==> src/rtl/systolic_pkg.sv <==
// rtl/systolic_pkg.sv - shared state type, defaults and latency constants for the systolic sequencer
package systolic_pkg;

    typedef enum logic [2:0] {
        ST_IDLE,
        ST_CLEAR,
        ST_FEED,
        ST_DRAIN,
        ST_DONE
    } seq_state_t;

    localparam int DEF_N    = 4;
    localparam int DEF_DW   = 8;
    localparam int FEED_CYC = DEF_N;
    localparam int DONE_LAT = 3 * DEF_N + 1;

    function automatic int feed_cyc(input int n);
        return n;
    endfunction

    // start-to-done latency: clear, N feed cycles, skew + array traversal, done
    function automatic int done_lat(input int n);
        return 3 * n + 1;
    endfunction

endpackage

==> src/rtl/systolic_skew_buf.sv <==
// rtl/systolic_skew_buf.sv - per-lane diagonal skew, lane i delayed i cycles, zero on invalid input
module systolic_skew_buf #(
    parameter int LANES = 4,
    parameter int W     = 8
) (
    input  logic               clk,
    input  logic               rst,
    input  logic               vld,
    input  logic [LANES*W-1:0] din,
    output logic [LANES*W-1:0] dout
);

    logic [LANES*W-1:0] din_z;

    assign din_z       = vld ? din : '0;
    assign dout[W-1:0] = din_z[W-1:0];

    for (genvar i = 1; i < LANES; i++) begin : g_lane
        logic [W-1:0] sr [i];

        always_ff @(posedge clk or posedge rst) begin
            if (rst) begin
                for (int d = 0; d < i; d++) sr[d] <= '0;
            end else begin
                sr[0] <= din_z[i*W +: W];
                for (int d = 1; d < i; d++) sr[d] <= sr[d-1];
            end
        end

        assign dout[i*W +: W] = sr[i-1];
    end

endmodule

==> src/rtl/systolic_seq_ctrl.sv <==
// rtl/systolic_seq_ctrl.sv - systolic array sequencer (clear, feed, skew, drain, done); perf counter under SYSTOLIC_SEQ_CTRL_PERF_EN
module systolic_seq_ctrl
    import systolic_pkg::*;
#(
    parameter int N  = DEF_N,
    parameter int DW = DEF_DW,
    parameter int AW = $clog2(N)
) (
    input  logic            clk,
    input  logic            rst,
    input  logic            start,
    output logic            busy,
    output logic            done,
    output logic            arr_clr,
    output logic            rd_en,
    output logic [AW-1:0]   rd_addr,
    input  logic [N*DW-1:0] a_slice,
    input  logic [N*DW-1:0] b_slice,
    output logic [N*DW-1:0] west_out,
    output logic [N*DW-1:0] north_out
`ifdef SYSTOLIC_SEQ_CTRL_PERF_EN
    ,
    output logic [31:0]     perf_cycles
`endif
);

    localparam int CW = $clog2(3 * N);
    localparam logic [CW-1:0] FEED_LAST  = CW'(feed_cyc(N) - 1);
    // drain spans the rest of the latency after clear, feed and done
    localparam logic [CW-1:0] DRAIN_LAST = CW'(done_lat(N) - feed_cyc(N) - 3);

    seq_state_t    state, nxt;
    logic [CW-1:0] cnt;
    logic          rd_vld;

    always_ff @(posedge clk or posedge rst) begin
        if (rst) begin
            state  <= ST_IDLE;
            cnt    <= '0;
            rd_vld <= 1'b0;
        end else begin
            state  <= nxt;
            rd_vld <= rd_en;
            if (state != nxt)
                cnt <= '0;
            else if (state == ST_FEED || state == ST_DRAIN)
                cnt <= cnt + 1'b1;
        end
    end

    always_comb begin
        nxt     = state;
        busy    = (state != ST_IDLE);
        arr_clr = 1'b0;
        rd_en   = 1'b0;
        done    = 1'b0;
        case (state)
            ST_IDLE:  if (start) nxt = ST_CLEAR;
            ST_CLEAR: begin
                arr_clr = 1'b1;
                nxt     = ST_FEED;
            end
            ST_FEED: begin
                rd_en = 1'b1;
                if (cnt == FEED_LAST) nxt = ST_DRAIN;
            end
            ST_DRAIN: if (cnt == DRAIN_LAST) nxt = ST_DONE;
            ST_DONE: begin
                done = 1'b1;
                nxt  = ST_IDLE;
            end
            default:  nxt = ST_IDLE;
        endcase
    end

    assign rd_addr = rd_en ? cnt[AW-1:0] : '0;

    systolic_skew_buf #(.LANES(N), .W(DW)) u_skew_a (
        .clk  (clk),
        .rst  (rst),
        .vld  (rd_vld),
        .din  (a_slice),
        .dout (west_out)
    );

    systolic_skew_buf #(.LANES(N), .W(DW)) u_skew_b (
        .clk  (clk),
        .rst  (rst),
        .vld  (rd_vld),
        .din  (b_slice),
        .dout (north_out)
    );

`ifdef SYSTOLIC_SEQ_CTRL_PERF_EN
    always_ff @(posedge clk or posedge rst) begin
        if (rst)
            perf_cycles <= '0;
        else if (state == ST_IDLE && start)
            perf_cycles <= '0;
        else if (busy && perf_cycles != '1)
            perf_cycles <= perf_cycles + 32'd1;
    end
`endif

endmodule

==> config.mk <==
export PLATFORM = sky130hd
export DESIGN_NAME = systolic_seq_ctrl
export DESIGN_NICKNAME = d
export VERILOG_FILES = /design/src/rtl/systolic_pkg.sv /design/src/rtl/systolic_skew_buf.sv /design/src/rtl/systolic_seq_ctrl.sv
export SDC_FILE = /design/constraint.sdc
export NUM_CORES = 1
export LEC_CHECK = 0
export BUFFER_PORTS_ARGS = -buffer_cell sky130_fd_sc_hd__buf_2
export CAP_MARGIN = 20
export CORE_ASPECT_RATIO = 0.7
export CORE_MARGIN = 8
export CORE_UTILIZATION = 31
export DETAILED_ROUTE_END_ITERATION = 12
export SETUP_SLACK_MARGIN = 0.4
export SYNTH_ARGS = -nofsm -noshare
export SYNTH_HDL_FRONTEND = slang
export SYNTH_SLANG_ARGS = --single-unit
==> constraint.sdc <==
create_clock -name clk -period 5.81 [get_ports clk]
set_clock_uncertainty 0.05 [all_clocks]
set_input_delay 0 -clock clk [delete_from_list [all_inputs] [get_ports clk]]
set_output_delay 0 -clock clk [all_outputs]
set_load 0.1 [all_outputs]
Word level (Yosys, flattened, before mapping)

Cells that the tools add are included.

Output and inout bits: 70
Register bits: 104
Word-level logic and storage cells: 39

Muxes and demuxes: 12
Reduce and logical (&&, ||, !) cells: 4
Add/subtract/negate cells: 1
Eq/ne operators: 7

Operators with widths:

| kind                  | count |
|---|---|
| $mux W32              | 2 |
| $pmux W3 S4           | 1 |
| $mux W3               | 3 |
| $mux W4               | 2 |
| $eq A3 B2 Y1 const B  | 2 |
| $add A4 B1 Y4 const B | 1 |
| $eq A4 B2 Y1 const B  | 1 |
| $eq A4 B3 Y1 const B  | 1 |
| $eq A3 B1 Y1 const B  | 1 |
| $eq A3 B3 Y1 const B  | 1 |
| $logic_not A3 Y1      | 1 |
| $mux W1               | 3 |
| $ne A3 B3 Y1          | 1 |
| $reduce_bool A3 Y1    | 1 |
| $mux W2               | 1 |
| $reduce_bool A2 Y1    | 1 |
| $logic_or A1 B1 Y1    | 1 |

Depth between registers and ports, before layout

Gate-level depths: netlist (run 1).

Depth after elaboration: 5
Gate-level depth with buffers: 5
Mapped depth without buffers: 5

Cells and area by module

Synthesis (run 1) repeated with hierarchy kept, for this count alone.

Cells, all modules: 259
Area, all modules: 3707.3 um^2

Modules (own cells, without submodules):

| module            | area each (um^2) | instances | sequential area each (um^2) | cells each |
|---|---|---|---|---|
| systolic_skew_buf | 1640.3           | 2         | 1201.2                      | 108 |
| systolic_seq_ctrl | 426.7            | 1         | 200.2                       | 43 |

Least setup slack after synthesis (run 1)

Ideal clock, no wire load.

Kind: reg-to-output
Start point: register state[1]
End point: output arr_clr
Data required time: 5760 ps
Data arrival time: 2730 ps
Path slack: 3030 ps
Cell stages (with the launch flop): 3
Cells stage by stage: dfrtp_1 -> buf_4 -> nor3b_1

Longest elaborated chain between the ends: 2

RTL lines:

| what                   | RTL line                | RTL |
|---|---|---|
| start, declared        | systolic_seq_ctrl.sv:32 | `seq_state_t state, nxt;` |
| start signal, assigned | systolic_seq_ctrl.sv:42 | `state <= nxt;` |
| $eq A3 B1 Y1           | systolic_seq_ctrl.sv:57 | `case (state)` |
| $mux W1                | systolic_seq_ctrl.sv:57 |  |
| end, declared          | systolic_seq_ctrl.sv:14 | `output logic arr_clr,` |

No other way between the ends.

Worst setup path in the final report (run 1)

Start point: register rd_vld
End point: output west_out[1]

Longest elaborated chain between the ends: 1

RTL lines:

| what                   | RTL line                | RTL |
|---|---|---|
| start, declared        | systolic_seq_ctrl.sv:34 | `logic rd_vld;` |
| start signal, assigned | systolic_seq_ctrl.sv:43 | `rd_vld <= rd_en;` |
| $mux W32               | systolic_skew_buf.sv:15 | `assign din_z = vld ? din : '0;` |
| end, declared          | systolic_seq_ctrl.sv:19 | `output logic [N*DW-1:0] west_out,` |

No other way between the ends.

==> results.toml, run 1 <==
[worst_setup_path]
r2r_start = "rd_vld$_DFF_PP0_"
path_max_fanout = 39
crit_buf_inv = 2
setup.worst_path.end_class = "primary output"
slowest_stage = "dfrtp_1"
slowest_delay_ps = 730
cp.required_ps = 5760
crit_start = "rd_vld$_DFF_PP0_"
regToRegSetupSlack_ps = 4360
critPathTopFamily = "buffers and inverters"
critPathLaunchType = "register"
critical_path_class = "reg2out"
worst-endpoint-arrival_ps = 2110
worstPathCellList = "buf_4, and2_1, buf_2"

[timing]
period_share_pct = 37.1
fin_setup_tns_ps = 0
tightest_slew_ps = 629
layout_min_cycle_time_ps = 2160
maxSlewHeadroom_pct = 58.0
fmax_mhz = 464
hold_violations = 0
rsz0062_at_grt = "false"
setup_viol = 0
drv_slew = 0

[logic_synthesis]
synth.distinct_cells = 23
synth.avg_cell_area_um2 = 14.2
synth_area_mm2 = 0.00364
syn-num-nets = 326
synth_area_leader_cell = "dfrtp_1"
syn_inst = 257
synth.area.top_cells = "dfrtp_1 (72%), and2_1 (12%), buf_4 (10%)"
synth_top_area_share_pct = 71.5
yosysSeqAreaShare_pct = 71.5
ys_ff_latch = 104
ys_warn_count = 0

[cells_and_area]
layout.nets = 469
area_growth_pct = 36.1
insertedDiodeCount = 0
final_core_util_pct = 42.8
drive_gt1_share_pct = 39.0

[detailed_routing]
drtPass1Iterations = 3
vias = 2115
wirelength_mm = 7.51
drc_errors = 0
vias_per_cell = 3.76
ant_nets = 0
initialDrtViolationCount = 77
routedWlPerCell_um = 13.4

[cts]
ctsResizeCount = 0
cts_setup_buffers = 0
cts_buffers = 9
cts_max_path_buffers = 2
clockRootBuffer = "clkbuf_16"
clkSlewWorstSetupHoldPaths_ps = 70
cts_hold_buf = 49
h-tree-depth = 3
cts.sinks = 104
clock_latency_ps = 340
tritoncts = "done"

[grt]
antenna_found_initial = 0
grt_pass1_wl_mm = 12.4
grt.overflow.total = 0
track_usage_pct = 10.1
grt_pass1_vias = 2376
grt_max_degree = 54

[die]
die_w_um = 146
start_util_pct = 31.5
dieArea_mm2 = 0.0155
rows = 33
ios = 137
die_h_um = 107
design.core.area_mm2 = 0.0116

[place]
dpl.hpwl_mm = 5.17
port_buffers = 136
gp_congestion = 0.737

[min_path]
hold_start = "start"
min_path_type = "in2reg"

[status]
status = "finished clean"

[run]
maxCapViolCount = 0
Yosys cell counts (all sizes together):
| master | number |
|---|---|
| or3 | 1 |
| and3b | 1 |
| xor2 | 2 |
| nor3 | 1 |
| ha | 2 |
| a32oi | 1 |
| and2 | 67 |
| dfrtp | 104 |
| buf | 49 |
| nand3b | 1 |
| nand4 | 1 |
| nand2b | 1 |
| nand4bb | 1 |
| mux2i | 1 |
| a22o | 1 |
| nor2 | 7 |
| nor2b | 1 |
| inv | 3 |
| nor3b | 2 |
| nand2 | 3 |
| xnor2 | 1 |
| clkbuf | 6 |
final cells by class:
type,instances,area [um^2]
Clock inverter,7,92.6
Sequential cell,104,2600
Inverter,3,13.8
Clock buffer,9,225
Timing Repair Buffer,187,1190
Multi-Input combinational cell,95,636
Tap cell,157,196
Fill cell,1099,6610
cells by family (layout without fill, tap and decap cells):
family / Yosys count / count (layout) / synth area share, %
buffers and inverters: 58 / 206 / 11.0
AND/OR/NAND/NOR: 87 / 87 / 14.8
multiplexers: 1 / 1 / 0.275
adder cells (fa/ha/maj): 2 / 2 / 0.687
AO/OA/AOI/OAI: 2 / 2 / 0.997
XOR/XNOR: 3 / 3 / 0.722
flip-flops: 104 / 104 / 71.5
metal layers:
metal | vias up | share of wire (%) | track usage (%)
li1 | 1030 | - | -
met1 | 1009 | 41 | 11.0
met2 | 67 | 51 | 17.3
met3 | 9 | 6.9 | 4.29
met4 | 0 | 1.3 | 4.22
met5 | - | 0 | 0
state kept, by name, summed over array words and instances (netlist names):
name	flops
state	3
rd_vld	1
u_skew_a.g_lane.sr	32
u_skew_b.g_lane.sr	32
u_skew_b.dout	16
cnt	4
u_skew_a.dout	16
cell usage in the layout (no fill, tap or decap), types with 2 or more instances in the layout:
master | Yosys | layout
buf_2 | 0 | 136
xor2_1 | 2 | 2
and2_1 | 67 | 67
ha_1 | 2 | 2
nor2_1 | 7 | 7
inv_8 | 0 | 4
inv_1 | 3 | 2
nand2_1 | 3 | 3
clkbuf_16 | 0 | 9
buf_4 | 49 | 2
dlygate4sd3_1 | 0 | 49
dfrtp_1 | 104 | 104
stage by stage:
step | hold WS, ps | area, um^2 | setup slack, ps | std cells
floorplan | 78.6 | 3640 | 3030 | 257
global placement | 80.3 | 4140 | 4000 | 497
detailed placement | 90.7 | 4140 | 3950 | 497
CTS | 19.7 | 4950 | 3560 | 562
global route | 69.7 | 4950 | 3440 | 562
finish | 37.0 | 4950 | 3650 | 562
worst paths after layout:
kind | end | depth (start not counted)
min in group asynchronous | u_skew_b.dout[29]$_DFF_PP0_ | 3
min reg2reg | u_skew_b.dout[18]$_DFF_PP0_ | 0
min | state[0]$_DFF_PP0_ | 4
max in group asynchronous | u_skew_a.g_lane[3].sr[18]$_DFF_PP0_ | 4
max reg2reg | u_skew_a.g_lane[1].sr[1]$_DFF_PP0_ | 2
max | west_out[1] | 3
worst register-to-register path, delay by kind of cell, from the launching register on:
| family | cells | cell delay (ps) |
|---|---|---|
| AND/OR/NAND/NOR | 1 | 190 |
| flip-flops | 1 | 730 |
| buffers and inverters | 1 | 410 |
Power of run 1 is not shown: default switching activity piles up to over one toggle a cycle in this logic, so the estimate is an artifact.
==> run 2: changes to the inputs <==
==> constraint.sdc (replaced) <==
create_clock -name clk -period 1.9 [get_ports clk]
set_clock_uncertainty 0.05 [all_clocks]
set_input_delay 0 -clock clk [delete_from_list [all_inputs] [get_ports clk]]
set_output_delay 0 -clock clk [all_outputs]
set_load 0.1 [all_outputs]
==> run 2 against run 1 <==
Cell count increased by 1.1%. Largest cell class unchanged. Global-route usage decreased by 0.10 points. Final area increased by 3.1%. Die area unchanged. Wire length increased by 2.7%.
==> results.toml, run 2 (synthesis results as in run 1) <==
[status]
status = "finished clean"

[place]
port_buffers = 136
gp_congestion = 0.766
dpl.hpwl_mm = 5.23
placed_area_mm2 = 0.00418

[timing]
maxSlewHeadroom_pct = 56.1
hold_violations = 0
drv_slew = 0
rsz0062_at_grt = "true"
tightest_slew_ps = 659
fin_setup_tns_ps = 0
period_share_pct = 77.6
layout_min_cycle_time_ps = 1470
setup_viol = 0
whs_ps = 42.9
fmax_mhz = 679

[die]
design.core.area_mm2 = 0.0116
dieArea_mm2 = 0.0155
start_util_pct = 31.5
ios = 137
rows = 33
die_w_um = 146
die_h_um = 107

[cts]
clkSlewWorstSetupHoldPaths_ps = 70
clock_latency_ps = 340
cts_max_path_buffers = 2
tritoncts = "done"
h-tree-depth = 3
clockRootBuffer = "clkbuf_16"
cts_buffers = 9
cts.sinks = 104

[detailed_routing]
drc_errors = 0
ant_nets = 0
initialDrtViolationCount = 84
wirelength_mm = 7.72
drtPass1Iterations = 4
vias = 2159
routedWlPerCell_um = 13.6
vias_per_cell = 3.80

[grt]
track_usage_pct = 10.0
antenna_found_initial = 0
grt_pass1_wl_mm = 12.4
grt_use_met3_pct = 5.26
busiest_layer = "met2"
grtUsageMet2_pct = 16.2
grt_max_degree = 55
grt_pass1_vias = 2392
grt_use_met1_pct = 11.5
grt.overflow.total = 0

[min_path]
hold_depth = 4
min_path_type = "in2reg"
hold_start = "start"
min_to = "state[0]$_DFF_PP0_"

[worst_setup_path]
setup.worst_path.end_class = "primary output"
r2r_start = "cnt[0]$_DFFE_PP0P_"
reg2regPathDepth = 4
path_max_fanout = 7
slowest_delay_ps = 460
worstPathCellList = "nor3b_4, and2_4, buf_12"
cp.required_ps = 1850
worst-endpoint-arrival_ps = 1420
critical_path_class = "reg2out"
r2r_end = "cnt[0]$_DFFE_PP0P_"
slowest_stage = "dfrtp_2"
critPathLaunchType = "register"
regToRegSetupSlack_ps = 510

[cells_and_area]
layout.nets = 475
design_area_mm2 = 0.00511
final_cell_mix = "buf_2 (114), dfrtp_1 (100), and2_1 (65)"
area_growth_pct = 40.3
largestRegisters = "u_skew_a.g_lane.sr x32, u_skew_b.g_lane.sr x32"
insertedDiodeCount = 0
drive_gt1_share_pct = 41.6
final_common_cell = "buf_2"

[run]
maxCapViolCount = 0
==> run 2: changes by cell type in the layout (fill, tap and decap cells not counted), moves of 2 or more <==
cell	delta
dfrtp_2	+4
buf_4	+25
and2_1	-2
dfrtp_1	-4
inv_8	-2
buf_2	-22
and2_4	+2
buf_12	+2
==> run 2: routing by layer <==
layer	vias up	routed length, um
li1	1036	-
met1	1031	3330
met2	84	3650
met3	8	659
met4	0	78
met5	-	0
==> run 2: worst max path at each step <==
stage | start | to | slack, ps
floorplan | state[1]$_DFF_PP0_ | rd_addr[0] | -30
global placement | state[1]$_DFF_PP0_ | rd_addr[0] | 420
detailed placement | state[1]$_DFF_PP0_ | rd_addr[1] | 370
CTS | state[2]$_DFF_PP0_ | rd_addr[1] | 370
global route | state[2]$_DFF_PP0_ | rd_addr[0] | 350
finish | state[2]$_DFF_PP0_ | rd_addr[0] | 430
==> run 2: critical path, delay by kind of cell (launching register included) <==
kind | cells | cell delay (ps)
buf+inv | 1 | 170
flops | 1 | 460
simple gates | 2 | 450
==> run 2: area by class of cell <==
type,instances,area (um^2)
multi-input cells,95,652
well taps,157,196
clock inverters,7,95.1
fillers,1062,6450
repair buffers,193,1320
inverters,3,15.0
flip-flops and latches,104,2610
clock buffers,9,225
==> run 2: timing repair <==
item,CTS,global route
hold buffers,49,0
endpoints found under the hold margin,152,0
setup endpoints to repair,22,3
setup buffers,3,1
pin swaps,1,3
resized for setup,31,2
==> run 2: metrics by stage <==
step                      utilization (%)  std cells  worst slack, ps
after floorplan                         -        257            -34.4
after global placement               36.1        499              416
after detailed placement             36.1        499              371
after CTS                            44.0        567              368
after global routing                 44.2        568              352
final                                44.2        568              426
Power of run 2 is left out for the same reason.
==> run 3: changes to the inputs <==
--- a/config.mk
+++ b/config.mk
@@ -5,6 +5,7 @@
 export SDC_FILE = /design/constraint.sdc
 export NUM_CORES = 1
 export LEC_CHECK = 0
+export ABC_AREA = 1
 export BUFFER_PORTS_ARGS = -buffer_cell sky130_fd_sc_hd__buf_2
 export CAP_MARGIN = 20
 export CORE_ASPECT_RATIO = 0.7
==> constraint.sdc (replaced) <==
create_clock -name clk -period 1.55 [get_ports clk]
set_clock_uncertainty 0.05 [all_clocks]
set_input_delay 0 -clock clk [delete_from_list [all_inputs] [get_ports clk]]
set_output_delay 0 -clock clk [all_outputs]
set_load 0.1 [all_outputs]
==> run 3 against run 2 <==
Wire length rose by 26%. Cell count up 18%. Via count is 22% higher. Global-route usage grew 1.5 points. Die area is 2.5% higher. Final area increased by 24%. Critical path type is now reg2reg. Highest routed layer unchanged.
==> results.toml, run 3 <==
[pwr]
power_density_mw_per_mm2 = 2060
total_power_mw = 13.0
ir_worst_vdd_v = 0.00118
p_leak_nw = 3.61

[place]
port_buffers = 136
gp_congestion = 0.763
dpl.hpwl_mm = 5.73

[cts]
clock_latency_ps = 330
clkSlewWorstSetupHoldPaths_ps = 70
tritoncts = "done"
cts_buffers = 9
cts_max_path_buffers = 2
h-tree-depth = 3
cts.sinks = 104
clockRootBuffer = "clkbuf_16"

[timing]
rsz0062_at_grt = "true"
drv_slew = 0
hold_violations = 0
tightest_slew_ps = 535
period_share_pct = 94.5
layout_min_cycle_time_ps = 1470
fmax_mhz = 682
setup_viol = 0
maxSlewHeadroom_pct = 64.3
fin_setup_tns_ps = 0

[logic_synthesis]
synth_area_leader_cell = "dfrtp_1"
syn_inst = 338
synth_common_cells = "dfrtp_1 (104), inv_1 (73), nand2_1 (72)"
yosysSeqAreaShare_pct = 69.5
synthFlopType = "dfrtp_1"
synth_top_area_share_pct = 69.5
synth_top_family_by_area = "buffers and inverters"
syn-num-nets = 407
synth.distinct_cells = 20
synth-compound-area-share_pct = 0.134
ys_warn_count = 0
synthSimpleGateAreaFrac_pct = 10.7
synth.avg_cell_area_um2 = 11.1
synth_fa_ha_area_share_pct = 0.669
synth.area.top_cells = "dfrtp_1 (70%), buf_4 (9.6%), inv_1 (7.3%)"
synth_edf_count = 0
ys_ff_latch = 104
muxShareOfSynthArea_pct = 0
async_flop_share_pct = 100
synth.most_common_cell = "dfrtp_1"
synth_area_mm2 = 0.00374
synth-xor-area-share_pct = 0.702

[detailed_routing]
routedWlPerCell_um = 14.6
wirelength_mm = 9.75
drtPass1Iterations = 4
initialDrtViolationCount = 62
drc_errors = 0
vias_per_cell = 3.93
vias = 2631
ant_nets = 0

[grt]
grt.overflow.total = 0
grt_pass1_vias = 2909
grt_max_degree = 36
grt_pass1_wl_mm = 14.5
antenna_found_initial = 0
track_usage_pct = 11.5

[die]
ios = 137
rows = 33
design.core.area_mm2 = 0.0117
die_w_um = 147
die_h_um = 108
dieArea_mm2 = 0.0159
start_util_pct = 31.9

[run]
maxCapViolCount = 0

[cells_and_area]
area_growth_pct = 68.7
insertedDiodeCount = 0
final_cell_mix = "dfrtp_1 (99), buf_2 (67), dlygate4sd3_1 (50)"
final_common_cell = "dfrtp_1"
largestRegisters = "u_skew_a.g_lane.sr x32, u_skew_b.g_lane.sr x32"
drive_gt1_share_pct = 58.4
layout.nets = 577

[worst_setup_path]
regToRegSetupSlack_ps = 80
critPathLaunchType = "register"
path_max_fanout = 5
critical_path_class = "reg2reg"
cp.required_ps = 1720
setup.worst_path.end_class = "register"
worst-endpoint-arrival_ps = 1630

[status]
status = "finished clean"

[min_path]
min_path_type = "in2async"
## run 3: changes by cell type after synthesis, sizes merged, moves of 3 or more
cell and delta:
nor3 +4, nor2 +3, nand2 +69, nand3 +8, buf +5, clkbuf -4, inv +72, and2 -67
## run 3: worst paths after layout
| kind | from | end | depth (start not counted) |
|---|---|---|---|
| max in group asynchronous | rst | u_skew_a.dout[27]$_DFF_PP0_ | 4 |
| worst min-delay path | rst | u_skew_b.dout[19]$_DFF_PP0_ | 3 |
| min in group clk | u_skew_b.g_lane[3].sr[23]$_DFF_PP0_ | u_skew_b.g_lane[3].sr[15]$_DFF_PP0_ | 0 |
| worst max-delay path | cnt[1]$_DFFE_PP0P_ | cnt[3]$_DFFE_PP0P_ | 7 |
| worst min register to register | u_skew_b.g_lane[3].sr[23]$_DFF_PP0_ | u_skew_b.g_lane[3].sr[15]$_DFF_PP0_ | 0 |
| worst max register to register | cnt[1]$_DFFE_PP0P_ | cnt[3]$_DFFE_PP0P_ | 7 |
## run 3: through the flow
stage / utilization (%) / instances / hold WS (ps) / instance area (um^2) / worst slack, ps
after floorplan: - / 338 / 49.7 / 3780 / -549
after global placement: 39.5 / 582 / 22.8 / 4630 / 172
after detailed placement: 39.5 / 582 / 26.9 / 4630 / 50.9
after CTS: 49.9 / 665 / 222 / 5850 / 99.5
after global routing: 53.8 / 669 / 262 / 6310 / 49.0
final: 53.8 / 669 / 217 / 6310 / 84.6
## run 3: what timing repair did
item                                    CTS  global route
buffers inserted                         16             2
endpoints found under the setup margin   72            87
hold endpoints to repair                 69             0
pin swaps                                 9            16
hold buffers                             50             0
cloned                                    2             2
gates resized for setup                  75           151
## run 3: cell families (layout without fill, tap and decap cells)
kind of cell	count (synthesis)	after routing
buffers and inverters	131	305
AOI/OAI and AO/OA	1	1
adders and majority gates	2	2
and+or+nand+nor	97	97
xor gates and xnor gates	3	3
DFF	104	104
## run 3: cell type report
class,instances,area [um^2]
clock buffer,9,225
sequential,104,2610
fill,998,5410
clock inverter,6,57.6
inverter,75,295
multi-input combinational,103,893
timing repair buffer,215,2030
tap,157,196
## run 3: report_power, final
part           internal, mW  switching, mW  leakage, nW
Clock                  1.10          0.956        0.131
Combinational          2.24           5.05         2.09
Sequential             3.39          0.287         1.39
Total                  6.73           6.29         3.61
## run 3: metal layers
metal	global-route usage (%)	up-vias	part of all wire, %
met4	2.68	0	0.84
li1	-	1251	-
met5	0	-	0
met1	12.9	1273	38
met2	19.3	98	52
met3	6.01	9	9.1
## run 3: critical path, stage by stage, from the launching register on
cell and delay [ps]:
dfrtp_2 460, ha_2 220, nand2_1 70, nand2_1 90, nand2_2 110, nand4_1 150, nand3_4 150, nor2_1 60
Note: power is estimated with default switching activity, not from simulation.
